<file path="config.mk">
export PLATFORM = sky130hd
export DESIGN_NAME = sat_counter
export DESIGN_NICKNAME = d
export VERILOG_FILES = /design/src/rtl/sat_counter.sv
export SDC_FILE = /design/constraint.sdc
export NUM_CORES = 1
export LEC_CHECK = 0
export ABC_AREA = 1
export CORE_ASPECT_RATIO = 1.4
export CORE_MARGIN = 4
export CORE_UTILIZATION = 53
export CTS_CLUSTER_DIAMETER = 50
export DETAILED_ROUTE_END_ITERATION = 6
export GPL_TIMING_DRIVEN = 0
export PLACE_DENSITY = 0.83
export SYNTH_ARGS = -nofsm -noshare
export SYNTH_HDL_FRONTEND = slang
export SYNTH_SLANG_ARGS = --single-unit
</file>
<file path="constraint.sdc">
create_clock -name clk -period 1.44 [get_ports clk]
set_input_delay 0.144 -clock clk [delete_from_list [all_inputs] [get_ports clk]]
set_output_delay 0.144 -clock clk [all_outputs]
set_load 0.01 [all_outputs]
</file>
<file path="src/rtl/sat_counter.sv">
// Saturating up-counter; clear takes effect first, then the increment, in the same cycle.
// Latency 1 cycle (registered count); no flow control.
module sat_counter #(
    parameter int W = 16
) (
    input  logic         clk,
    input  logic         rst,
    input  logic         clr,
    input  logic         inc,
    output logic [W-1:0] cnt
);

    logic [W-1:0] cnt_q;
    logic [W-1:0] cnt_d;
    logic [W-1:0] base;

    always_comb begin
        base  = clr ? '0 : cnt_q;
        cnt_d = base;
        if (inc && (base != '1)) begin
            cnt_d = base + W'(1);
        end
    end

    always_ff @(posedge clk or posedge rst) begin
        if (rst) begin
            cnt_q <= '0;
        end else begin
            cnt_q <= cnt_d;
        end
    end

    assign cnt = cnt_q;

endmodule

</file>
-- Yosys cells after proc, flatten, opt, wreduce, memory -nomap -nowiden
Cells that the tools add are included.
- $add $sub $neg: 1
- $mul: 0
- div/mod/pow operators: 0
- magnitude comparators: 0
- equality and inequality tests: 1
- shift operators: 0
- muxes and demuxes: 2
- bitwise operators: 0
- reductions and logical operators: 1
- operator list (cell ; count):
    $mux W16 ; 2
    $add A16 B1 Y16 const B ; 1
    $ne A16 B16 Y1 const B ; 1
    $logic_and A1 B1 Y1 ; 1
- bits in registers: 16
- bits in latches: 0
- memory bits (writable): 0
- memory bits (read-only): 0
- bits of input ports: 4
- output and inout port bits: 16
- word-level logic and storage cells: 6
- memories kept: 0

-- Logic depth before layout (Yosys ltp)
- depth after elaboration: 4
- depth in mapped cells: 12

-- Worst setup path after synthesis
OpenSTA, ideal clock, no wires.
- kind: reg2reg
- from: reg cnt_q[4] (netlist: cnt[4])
- to: reg cnt_q[13] (netlist: cnt[13])
- data arrival time: 1.256 ns
- data required time: 1.324 ns
- slack: 0.068 ns
- cell stages (with the launch flop): 10
- path through: dfrtp_1 -> inv_1 -> nor2_1 -> nand2_1 -> nor3_1 -> nand2_1 -> nand2_1 -> nand2_1 -> nand2_1 -> nand2_1
- cells in the longest elaborated chain, start to end: 4
- elaborated cells between the ends (all ways): 5
- ends and longest elaborated chain (element ; RTL line ; RTL):
    start, declared ; 13 ; logic [W-1:0] cnt_q;
    start signal, assigned ; 29 ; cnt_q <= cnt_d;
    $mux W16 * ; 18 ; base = clr ? '0 : cnt_q;
    branches (longest 2 deep; another with $add A16 B1 Y16) ; n/a ;
    $mux W16 * ; 20 ; if (inc && (base != '1)) begin
    net cnt_d[13] ; 14 ; logic [W-1:0] cnt_d;
Mark *: on every way through the listed nets, which the timed path passes.

-- Final worst setup path
- from: reg cnt_q[0] (netlist: cnt[0])
- to: reg cnt_q[3] (netlist: cnt[3])
Same word-level chain as after synthesis.

==> key figures <==
Clock network
  • CTS sink count: 16
  • Clock buffers created by TritonCTS: 3
  • Insertion delay to the later sink of the worst-skew pair: 0.30 ns
  • Htree depth: 1
  • Clock-pin slew of the registers on the worst-case setup and hold paths: 0.11 ns
  • Quantity of hold-fixing buffers added after cts: 0
  • Buffer levels on the longest clock path: 2
  • CTS root buffer: clkbuf_4
  • Clock tree from TritonCTS: built

Route
  • Number of vias in the routed layout: 1,331
  • Violation count after the first detailed-route iteration: 74
  • Residual antenna-violating net count after detailed routing: 0
  • TritonRoute pass-1 iters: 4
  • Remaining DRCs: 0
  • Average routed wire per standard cell: 15.1 um
  • Via density per instance: 5.48
  • WL final: 3.66 mm

Die
  • Die width: 49.0 um
  • Num rows: 20
  • Full die area: 3200 sq um
  • Io pins: 20
  • Core region area: 2200 sq um
  • Vertical die dimension: 65.3 um
  • Starting density of the core: 56.5%

Job
  • Number of maximum-capacitance constraint violations: 0

Critical path
  • Largest stage delay on the critical path: 0.43 ns
  • Data arrival time at the worst-slack endpoint: 1.61 ns
  • Classification of the worst setup path: reg2reg
  • Critical Path, Cell by Cell: nand2_4 > nor2_4 > nand2_4 > nor2_4 > nand2_4 > nand2_8 > clkbuf_16 > o21ai_0
  • Crit path capture type: flip-flop
  • Sum of buffers and inverters on the critical path: 1
  • Most common cell on crit path: nand2_4
  • Sort of element at the start of the critical path: flip-flop
  • Worst Path Required: 1.63 ns
  • Biggest fanout along the worst timing path: 6
  • Worst path top cell family by delay: simple AND/OR/NAND/NOR gates
  • Highest-delay cell along the critical path: dfrtp_1

Finish
  • Storage cell area: 402 sq um
  • Multi-input logic area: 761 sq um
  • Filler cells: 158
  • Post-layout utilization of the core: 76.3%
  • Area added between synthesis and finish: 35.0%
  • Largest register FFs: 16
  • Total Nets Final: 227
  • Non-filler cells, final: 243
  • Fraction of final layout cells with drive strength greater than 1: 25.8%
  • Diodes inserted: 0

Yosys
  • Fraction of synthesized cell area taken by the top area cell type: 32.2%
  • Distinct cell type count after synthesis: 21
  • Number of enable flip-flop cells after synthesis: 0
  • Prevailing post-synth register cell: dfrtp_1
  • Nets in the synthesized netlist: 190
  • Largest area contributor in the netlist: dfrtp_1
  • Post-synthesis sequential area ratio: 32.2%
  • Synth async-reset ratio: 100%
  • Leading cell types by total area after synthesis: dfrtp_1 (32%), nand2_1 (20%), inv_1 (7.5%)
  • Synthesized area per cell: 6.69 sq um
  • Ys Warns: 0
  • Cell count after synthesis: 186
  • Dominant cell by count in the synthesized netlist: nand2_1
  • Cell area after synthesis: 1240 sq um
  • Top cells by count, synth: nand2_1 (66), inv_1 (25), nor2_1 (23)
  • Synthesis-stage register bit count: 16

Pwr
  • Power density over the cells: 504 nW/um^2
  • Reported leakage power: 0.905 nW
  • Internal cell power: 0.000606 W
  • Share of total power in sequential cells: 54.7%
  • Relative contribution of the clock network to total power: 30.2%
  • NetSw: 0.000240 W
  • Worst IR drop on VDD: 0.442 mV
  • Gate power share: 15.2%
  • Switching power as a share of total power: 28.4%

STA
  • Final setup violating endpoints: 0
  • Endpoints failing hold: 0
  • Final clock skew: 0.0107 ns
  • Maximum frequency from static timing analysis: 0.708 GHz
  • Actual transition at the worst max-transition pin: 0.663 ns
  • Sum Neg Setup Slack: 0 ns
  • Post-route clock period utilization: 98.0%
  • Worst slew slack as a fraction of its limit: 55.7%
  • Number of slew-limit violations in the final report: 0
  • Final Critical Period: 1.41 ns

Global routing
  • Antenna violations before repair: 0
  • Vias in the first global route: 1,358
  • Maximum number of pins on one net before global-route repair: 17
  • Global Route Usage Sum: 21.2%
  • Wire length of the first global-routing pass: 5.42 mm
  • Leftover overflow at the end of global routing: 0

Place
  • I/O Buffers: 18
  • Post-detailed-placement half-perimeter wirelength: 2.32 mm
  • GPL Wtd Cong: 0.931
  • Total placed cells including tap cells: 226

Run status
  • Outcome: finished clean

Min path
  • Worst min-delay path category: in2reg
-- power by group through the flow --
stage	Sequential (W)	Clock (W)	Combinational, W
2_1_floorplan	0.000472	0	0.0000609
3_3_place_gp	0.000469	0	0.0000972
3_5_place_dp	0.000471	0	0.0000989
4_1_cts	0.000462	0.000251	0.000105
5_1_grt	0.000463	0.000276	0.000138
6_report	0.000463	0.000255	0.000128
-- routing by layer --
metal,GRT usage [%],share of wire (%)
met1,23.0,37
met2,37.7,53
met3,3.85,4.7
met4,12.5,4.9
met5,0,0
-- cell type report --
cell class	instances	area share, %
well taps	22	1.64
multi-input cells	140	45.3
plain buffers	3	2.76
flip-flops and latches	16	23.9
inverters	27	6.63
repair buffers	32	18.5
clock buffers	3	1.34
-- path summary, 6_finish.rpt --
| path | start | endpoint | slack [ns] | cells past startpoint |
|---|---|---|---|---|
| max in group asynchronous | rst | cnt[2] | 0.74 | 2 |
| min in group asynchronous | rst | cnt[11] | 0.22 | 2 |
| hold / removal | clr | cnt[8] | 0.21 | 4 |
| setup reg to reg | cnt[0] | cnt[3] | 0.03 | 8 |
| setup / recovery | cnt[0] | cnt[3] | 0.03 | 8 |
| hold reg to reg | cnt[15] | cnt[15] | 0.54 | 2 |
-- worst register-to-register path: stages, from the launching register on --
cell	delay [ns]
dfrtp_1	0.43
nand2_4	0.10
nor2_4	0.14
nand2_4	0.09
nor2_4	0.14
nand2_4	0.08
nand2_8	0.10
clkbuf_16	0.15
o21ai_0	0.07
-- stage by stage --
step                cell area (sq um)  total power [W]  setup slack [ns]  hold slack [ns]
floorplan                        1240         0.000533            0.0678           0.0577
global placement                 1450         0.000567          -0.00648            0.490
detailed placement               1450         0.000570           -0.0724            0.499
CTS                              1510         0.000819         -0.000888            0.191
global route                     1680         0.000878           -0.0395            0.221
finish                           1680         0.000846            0.0281            0.211
-- cells by family after synthesis --
group           share of synthesized area, %
compound gates                          2.21
xor+xnor                                2.81
buf+inv                                 12.5
flops                                   32.2
simple gates                            50.4
-- cell usage in the layout (no fill, tap or decap) --
cell | netlist | final
clkbuf_4 | 0 | 3
buf_12 | 1 | 1
xnor2_1 | 1 | 1
inv_2 | 1 | 1
dfrtp_1 | 16 | 15
nand2_4 | 5 | 6
nor3_2 | 0 | 1
buf_4 | 0 | 13
buf_6 | 1 | 1
nor2_2 | 5 | 7
nand2_2 | 8 | 9
nand2_8 | 0 | 1
nor2_4 | 4 | 8
clkdlybuf4s50_1 | 0 | 12
nand3b_1 | 1 | 1
nand2_1 | 66 | 63
dfrtp_2 | 0 | 1
o21bai_1 | 1 | 1
nor2_1 | 23 | 17
o21ai_0 | 4 | 4
dlygate4sd2_1 | 0 | 2
dlymetal6s2s_1 | 0 | 4
buf_8 | 1 | 1
inv_1 | 25 | 24
inv_8 | 1 | 1
nand3_2 | 0 | 1
nand4_1 | 6 | 6
xor2_1 | 3 | 3
clkbuf_16 | 0 | 1
inv_4 | 0 | 1
nor3_1 | 3 | 2
nand3_1 | 10 | 9
-- what timing repair did --
item / in CTS / in global routing
setup endpoints to repair: 11 / 18
gates resized for setup: 4 / 23
pin swaps: 3 / 7
hold endpoints to repair: 0 / 0
buffers inserted: 4 / 9
cloned: 0 / 1
Note: power is estimated with default switching activity, not from simulation.
